[config.mk]
export PLATFORM = sky130hd
export DESIGN_NAME = feedback_loop_output_verifier
export DESIGN_NICKNAME = d
export VERILOG_FILES = /design/src/rtl/feedback_loop_output_verifier.sv
export SDC_FILE = /design/constraint.sdc
export NUM_CORES = 1
export LEC_CHECK = 0
export CAP_MARGIN = 20
export CELL_PAD_IN_SITES_DETAIL_PLACEMENT = 1
export CELL_PAD_IN_SITES_GLOBAL_PLACEMENT = 2
export CORE_MARGIN = 3
export CORE_UTILIZATION = 34
export CTS_CLUSTER_SIZE = 10
export DETAILED_ROUTE_END_ITERATION = 6
export PLACE_DENSITY_LB_ADDON = 0.1
export SKIP_CTS_REPAIR_TIMING = 1
export SYNTH_ARGS = -nofsm -noshare
export SYNTH_HDL_FRONTEND = slang
export SYNTH_SLANG_ARGS = --single-unit
[constraint.sdc]
create_clock -name system1000 -period 2.2 [get_ports system1000]
set_input_delay 0.33 -clock system1000 [delete_from_list [all_inputs] [get_ports system1000]]
set_output_delay 0.33 -clock system1000 [all_outputs]
set_load 0.01 [all_outputs]
[src/rtl/feedback_loop_output_verifier.sv]
// Response checker for the FeedbackLoop bench: compares a valid-qualified signed 8-bit
// stream against a parameter-stored expected sequence and reports mismatches.
module feedback_loop_output_verifier #(
    parameter int                 DEPTH    = 8,
    parameter logic [DEPTH*8-1:0] EXPECTED = '0,
    parameter int                 SKIP     = 0
) (
    input  logic              system1000,
    input  logic              system1000_rst,
    input  logic signed [7:0] out_o,
    input  logic              valid,
    output logic              done,
    output logic              pass,
    output logic              err_pulse,
    output logic [7:0]        mismatch_count,
    output logic [7:0]        first_err_idx
);

    localparam int DATA_W = 8;

    typedef enum logic [1:0] {
        SKIPPING,
        CHECKING,
        FINISHED
    } state_t;

    localparam state_t     RST_STATE = state_t'((SKIP == 0) ? CHECKING : SKIPPING);
    localparam logic [7:0] LAST_IDX  = 8'(DEPTH - 1);
    localparam logic [7:0] SKIP_LAST = 8'((SKIP == 0) ? 0 : SKIP - 1);
    localparam logic [7:0] NO_ERR    = 8'hFF;

    state_t                   state_q, state_d;
    logic [7:0]               skip_cnt_q, skip_cnt_d;
    logic [7:0]               idx_q, idx_d;
    logic                     done_q, done_d;
    logic                     pass_q, pass_d;
    logic                     err_q, err_d;
    logic [7:0]               cnt_q, cnt_d;
    logic [7:0]               first_q, first_d;
    logic                     miss;
    logic signed [DATA_W-1:0] exp_mem [256];

    // Full 256-entry table so the 8-bit index needs no truncation; unused slots are constant zero.
    for (genvar i = 0; i < 256; i++) begin : g_exp
        if (i < DEPTH) begin : g_used
            assign exp_mem[i] = EXPECTED[DATA_W*i +: DATA_W];
        end else begin : g_pad
            assign exp_mem[i] = '0;
        end
    end

    function automatic logic [7:0] sat_inc(input logic [7:0] v);
        return (v == 8'hFF) ? v : v + 8'd1;
    endfunction

    // Case inequality in simulation so an undriven (X/Z) sample always counts as a mismatch.
    function automatic logic sample_differs(input logic signed [DATA_W-1:0] a,
                                            input logic signed [DATA_W-1:0] b);
`ifdef SYNTHESIS
        return a != b;
`else
        return a !== b;
`endif
    endfunction

    always_comb begin
        state_d    = state_q;
        skip_cnt_d = skip_cnt_q;
        idx_d      = idx_q;
        done_d     = done_q;
        pass_d     = pass_q;
        err_d      = 1'b0;
        cnt_d      = cnt_q;
        first_d    = first_q;
        miss       = 1'b0;
        case (state_q)
            SKIPPING: begin
                if (valid) begin
                    skip_cnt_d = skip_cnt_q + 8'd1;
                    if (skip_cnt_q == SKIP_LAST) begin
                        state_d = CHECKING;
                    end
                end
            end
            CHECKING: begin
                if (valid) begin
                    miss  = sample_differs(out_o, exp_mem[idx_q]);
                    idx_d = idx_q + 8'd1;
                    if (miss) begin
                        err_d = 1'b1;
                        cnt_d = sat_inc(cnt_q);
                        if (first_q == NO_ERR) begin
                            first_d = idx_q;
                        end
                    end
                    // pass uses the count including this final compare
                    if (idx_q == LAST_IDX) begin
                        state_d = FINISHED;
                        done_d  = 1'b1;
                        pass_d  = (cnt_d == 8'd0);
                    end
                end
            end
            default: begin
            end
        endcase
    end

    always_ff @(posedge system1000 or posedge system1000_rst) begin
        if (system1000_rst) begin
            state_q    <= RST_STATE;
            skip_cnt_q <= 8'd0;
            idx_q      <= 8'd0;
            done_q     <= 1'b0;
            pass_q     <= 1'b0;
            err_q      <= 1'b0;
            cnt_q      <= 8'd0;
            first_q    <= NO_ERR;
        end else begin
            state_q    <= state_d;
            skip_cnt_q <= skip_cnt_d;
            idx_q      <= idx_d;
            done_q     <= done_d;
            pass_q     <= pass_d;
            err_q      <= err_d;
            cnt_q      <= cnt_d;
            first_q    <= first_d;
        end
    end

    assign done           = done_q;
    assign pass           = pass_q;
    assign err_pulse      = err_q;
    assign mismatch_count = cnt_q;
    assign first_err_idx  = first_q;

endmodule

* Yosys cells after proc, flatten, opt, wreduce, memory -nomap -nowiden
Memory sizes are Yosys's and may differ from the RTL's.
Index checks and enable logic that the tools add are counted.
** Word-level totals
- Memory bits (read-only) :: 2048
- Output and inout port bits :: 19
- Word-level logic and storage cells :: 46
- Input port bits :: 11
- Memories :: 1
- Register bits after elaboration :: 37
** Operators by class
- Muxes and demuxes :: 14
- Reduce and logical (&&, ||, !) cells :: 9
- Add/sub/neg operators :: 3
- Eq/ne operators :: 9
- $lt $le $gt $ge :: 1
- Bitwise logic cells :: 1
** Memory list
- (name not given) :: depth 256, bits a word 8, read ports 1, clocked after memory_dff 0, write ports 0, line 87 : miss = sample_differs(out_o, exp_mem[idx_q]);
** Operator list (number)
- two-way mux 8 bit :: 6
- adder 8 x 1 -> 8 bit (second input constant) :: 3
- equality test 8 bit (second input constant) :: 2
- zero test 8 bit :: 2
- greater-or-equal comparator 9 bit (second input constant) :: 1
- inverter 8 -> 9 bit :: 1
- equality test 8 x 3 -> 1 bit (second input constant) :: 1
- two-way mux 2 bit :: 4
- inequality test 2 bit (second input constant) :: 4
- inequality test 8 bit :: 1
- AND reduction 5 bit :: 1
- one-hot mux 2 bit (2 select lines) :: 1
- AND reduction 2 bit :: 2
- AND reduction 4 bit :: 1
- two-way mux 1 bit :: 3
- AND reduction 3 bit :: 1
- equality test 2 x 1 -> 1 bit (second input constant) :: 1
- zero test 2 bit :: 1
- nonzero test 2 bit :: 1

* Logic depth before layout (Yosys ltp)
- Depth after elaboration :: 9
- Mapped depth :: 6
- Depth with buffers taken out :: 6

* Least setup slack after synthesis
No wires, ideal clock.
- Kind :: in2reg
- From :: input port out_o[5]
- To :: register first_q[1], in the netlist first_err_idx[1]
- Setup time :: 0.082 ns
- Path slack :: 0.283 ns
- Data required time :: 2.118 ns
- Path buffers :: 0
- Cell stages on the path :: 5
- Arrival :: 1.835 ns
- Cells stage by stage :: or4_4 o21ai_0 inv_1 nand4_4 mux2_2
** On the way
- Word-level cells in the longest chain between the ends :: 2
** RTL lines
- start, declared :: line 10 : input logic signed [7:0] out_o,
- inequality test 8 bit :: line 60 : return a != b;
- AND reduction 4 bit (no line)
- end signal, assigned :: line 127 : first_q <= first_d;
- end, declared :: line 39 : logic [7:0] first_q, first_d;
Every way passes these cells.
A chain may end at the register's enable or synchronous reset.

* Worst setup path after layout
- From :: input port out_o[2]
- To :: register pass_q, in the netlist pass
** On the way
- Word-level cells in the longest chain between the ends :: 5
** RTL lines
- inequality test 8 bit :: line 60
- two-way mux 8 bit :: line 89 : if (miss) begin
- two-way mux 8 bit :: line 86 : if (valid) begin
- two-way mux 8 bit :: line 76 : case (state_q)
- zero test 8 bit :: line 100 : pass_d = (cnt_d == 8'd0);
- end signal, assigned :: line 124 : pass_q <= pass_d;
- end, declared :: line 36 : logic pass_q, pass_d;
Every way passes these cells. The select of a mux whose other input is x is not followed.

==> qor.yml <==
run_status:
  run_status: "complete, no violations"
setup_path:
  crit_path_cell_trace: "clkdlybuf4s50_1, or4_4, o211ai_1, mux2i_1, a22oi_1, o41ai_2"
  reg2reg_from: "state_q[0]$_DFFE_PP1P_"
  reg2reg_depth: 5
  worst_path_max_delay_cell: "sky130_fd_sc_hd__or4_4"
  cp_data_arrival_time_ps: 2330
  timing.critical_path.to: "pass$_DFFE_PP0P_"
  critPathKind: "in -> reg"
  startpoint: "out_o[2]"
  worstSetupStartpointType: "primary input"
  timing.critical_path.required_ps: 2390
  worst-path-buf-inv: 1
  critical_path_peak_fanout: 5
  endpoint_kind: "flip-flop"
  critical_path.reg2reg.endpoint: "pass$_DFFE_PP0P_"
  reg2reg_setup_slack_ps: 350
  path_delay_family: "compound AO/OA/AOI/OAI gates"
  crit_cells: 6
  critical-path-max-stage-delay_ps: 570
layout:
  finish.cell_count_without_fillers: 276
  n_fill_cell: 579
  multi_input_comb_area_um2: 840
  post_route_cells_drive_above_1_share: 0.230
  nets: 223
  syn2layout_area_growth_pct: 31.8
  antenna_cells: 0
  final-seq-area_um2: 937
global_routing:
  globalRoute.totalOverflow: 0
  first_global_vias: 1595
  initial_antenna_violation_count: 0
  grt_start_max_net_pins: 38
  global_route_wire_length_before_repair_um: 7490
  grt_util_all_layers: 0.155
yosys:
  most_frequent_cell_after_synthesis: "sky130_fd_sc_hd__dfrtp_1"
  syn_inst: 159
  post-synth-top-area-fraction: 0.387
  synth_cell_type_count: 38
  post_synth_instance_area_mm2: 0.00181
  synthTopCellsByArea: "sky130_fd_sc_hd__dfrtp_1 (39%), sky130_fd_sc_hd__dfstp_2 (13%), sky130_fd_sc_hd__xnor2_1 (6.8%)"
  ys_top_cells_by_count: "sky130_fd_sc_hd__dfrtp_1 (28), sky130_fd_sc_hd__nand2_1 (17), sky130_fd_sc_hd__xnor2_1 (14)"
  synth_sequential_area_ratio: 0.518
  synth.yosys.warnings: 0
  netlist.top_cell.by_area: "sky130_fd_sc_hd__dfrtp_1"
  synthFlopType: "sky130_fd_sc_hd__dfrtp_1"
  synth.net_count: 174
  yosys_register_bits: 37
  synth_edf_count: 0
  postSynth.asyncResetShare: 1.00
  avgSynthCellArea_um2: 11.4
timing:
  max_freq_mhz: 468
  tightest_slew_ps: 474
  finalHoldViolCount: 0
  setup-tns-final_ps: 0
  layout_worst_path_cycle_share: 0.972
  clock_skew_ps: 7.80
  finalSetupViolCount: 0
  slew_viol_final: 0
  slew_headroom: 0.684
  min_cycle_time_layout_ps: 2140
pwr:
  p_int_w: 0.00169
  share_seq_of_total_power: 0.433
  switching_share: 0.340
  clkPwrFrac: 0.227
  comb_power_share: 0.340
  post-layout-total-power_w: 0.00256
  p_leak_nw: 1.04
  cell_pwr_density_mw_per_mm2: 1070
  irDropWorstVdd_uv: 529
  power.net_switching_w: 0.000868
clock_tree:
  cts.sink_count: 37
  cts-root-to-sink-buffers: 2
  tritoncts.num_buffers: 5
  root_driver: "sky130_fd_sc_hd__clkbuf_8"
  clk_latency_ps: 300
  path_clk_slew_ps: 80
  clock_tree_from_tritoncts: "done"
  htreeDepth: 2
placement:
  place.detailed.hpwl_um: 3190
  dp.cells: 266
  finalWeightedCongestion: 0.792
  numPortBuffers: 29
drt:
  drt_first_iter_violations: 40
  num_vias: 1361
  post_drt_wl_per_cell_um: 15.1
  postRouteWirelength_um: 4160
  firstDrtPassIters: 2
  post-route-drc-count: 0
  detailed_route_vias_per_instance: 4.93
  drt.antenna.violating_nets: 0
job:
  cap_violations: 0
floorplan:
  core_area_mm2: 0.00494
  core.rowCount: 25
  fp.dieW_um: 79.0
  dieHeight_um: 79.0
  initial_core_util: 0.366
  io-pin-count: 30
  design.die.area_mm2: 0.00624
hold_path:
  worstHoldPathType: "in -> async"
[worst register-to-register path, stage by stage (launching register included)]
cell,delay [ps]
sky130_fd_sc_hd__dfstp_2,560
sky130_fd_sc_hd__and3b_1,180
sky130_fd_sc_hd__and3_2,190
sky130_fd_sc_hd__nand3_1,110
sky130_fd_sc_hd__or3_1,380
sky130_fd_sc_hd__o41ai_2,320
[kinds of logic (layout without fill, tap and decap cells)]
logic type | Yosys count | count (layout) | share of synthesized area
AOI/OAI and AO/OA | 13 | 13 | 0.0601
adders and majority gates | 4 | 4 | 0.0276
muxes | 11 | 11 | 0.0670
DFF | 37 | 37 | 0.518
buffers and inverters | 6 | 56 | 0.0187
and+or+nand+nor | 66 | 66 | 0.202
xor gates and xnor gates | 22 | 22 | 0.106
[worst min path at each step]
stage	endpoint	slack [ps]	cells after the start
after CTS	skip_cnt_q[2]$_DFFE_PP0P_	470	3
after floorplan	skip_cnt_q[7]$_DFFE_PP0P_	450	1
after detailed placement	done$_DFFE_PP0P_	470	1
after global routing	done$_DFFE_PP0P_	510	3
after global placement	done$_DFFE_PP0P_	450	1
final	done$_DFFE_PP0P_	450	3
[routing by layer]
metal	up-vias	GRT usage	share of wire
met3	4	0.0442	0.029
met1	687	0.176	0.41
met2	20	0.281	0.55
met4	0	0.0464	0.0096
li1	650	-	-
met5	-	0	0
[state kept, by name, summed over array words and instances (netlist names)]
register	cells
skip_cnt_q	8
pass	1
state_q	2
mismatch_count	8
idx_q	8
done	1
err_pulse	1
first_err_idx	8
[final cells by class]
class / count / area share
flip-flops and latches: 37 / 0.393
multi-input cells: 116 / 0.352
repair buffers: 44 / 0.169
well taps: 67 / 0.0351
clock buffers: 6 / 0.0304
clock inverters: 2 / 0.0147
inverters: 4 / 0.00629
[placed cells by master (no fill, tap or decap), types with 2 or more instances in the layout]
| cell type | instances |
|---|---|
| sky130_fd_sc_hd__dfstp_2 | 9 |
| sky130_fd_sc_hd__mux2i_1 | 2 |
| sky130_fd_sc_hd__nand2b_1 | 4 |
| sky130_fd_sc_hd__buf_4 | 15 |
| sky130_fd_sc_hd__and3_1 | 2 |
| sky130_fd_sc_hd__ha_1 | 4 |
| sky130_fd_sc_hd__nor3b_1 | 2 |
| sky130_fd_sc_hd__clkdlybuf4s50_1 | 29 |
| sky130_fd_sc_hd__mux2_2 | 9 |
| sky130_fd_sc_hd__or4_4 | 2 |
| sky130_fd_sc_hd__nand3_1 | 9 |
| sky130_fd_sc_hd__nor3_1 | 3 |
| sky130_fd_sc_hd__nand2_1 | 17 |
| sky130_fd_sc_hd__a21oi_1 | 2 |
| sky130_fd_sc_hd__clkbuf_8 | 5 |
| sky130_fd_sc_hd__dfrtp_1 | 28 |
| sky130_fd_sc_hd__xnor2_1 | 14 |
| sky130_fd_sc_hd__inv_1 | 4 |
| sky130_fd_sc_hd__nor2_1 | 13 |
| sky130_fd_sc_hd__nand4_1 | 6 |
| sky130_fd_sc_hd__xor2_1 | 8 |
[stage by stage]
| stage | hold slack [ps] | area [um2] | setup slack [ps] | utilization |
|---|---|---|---|---|
| after floorplan | 446 | 1810 | 283 | - |
| after global placement | 453 | 2260 | -157 | 0.458 |
| after detailed placement | 469 | 2260 | -317 | 0.458 |
| after CTS | 465 | 2370 | -9.03 | 0.480 |
| after global routing | 506 | 2390 | -7.02 | 0.483 |
| final | 453 | 2390 | 61.1 | 0.483 |
[power groups by stage]
stage	Combinational, W	Sequential, W	Clock (W)
floorplan	0.000508	0.00108	0
global placement	0.000849	0.00111	0
finish	0.000869	0.00111	0.000579
detailed placement	0.000872	0.00112	0
CTS	0.000885	0.00111	0.000601
global route	0.000968	0.00115	0.000638
Note: power is estimated with default switching activity, not from simulation.
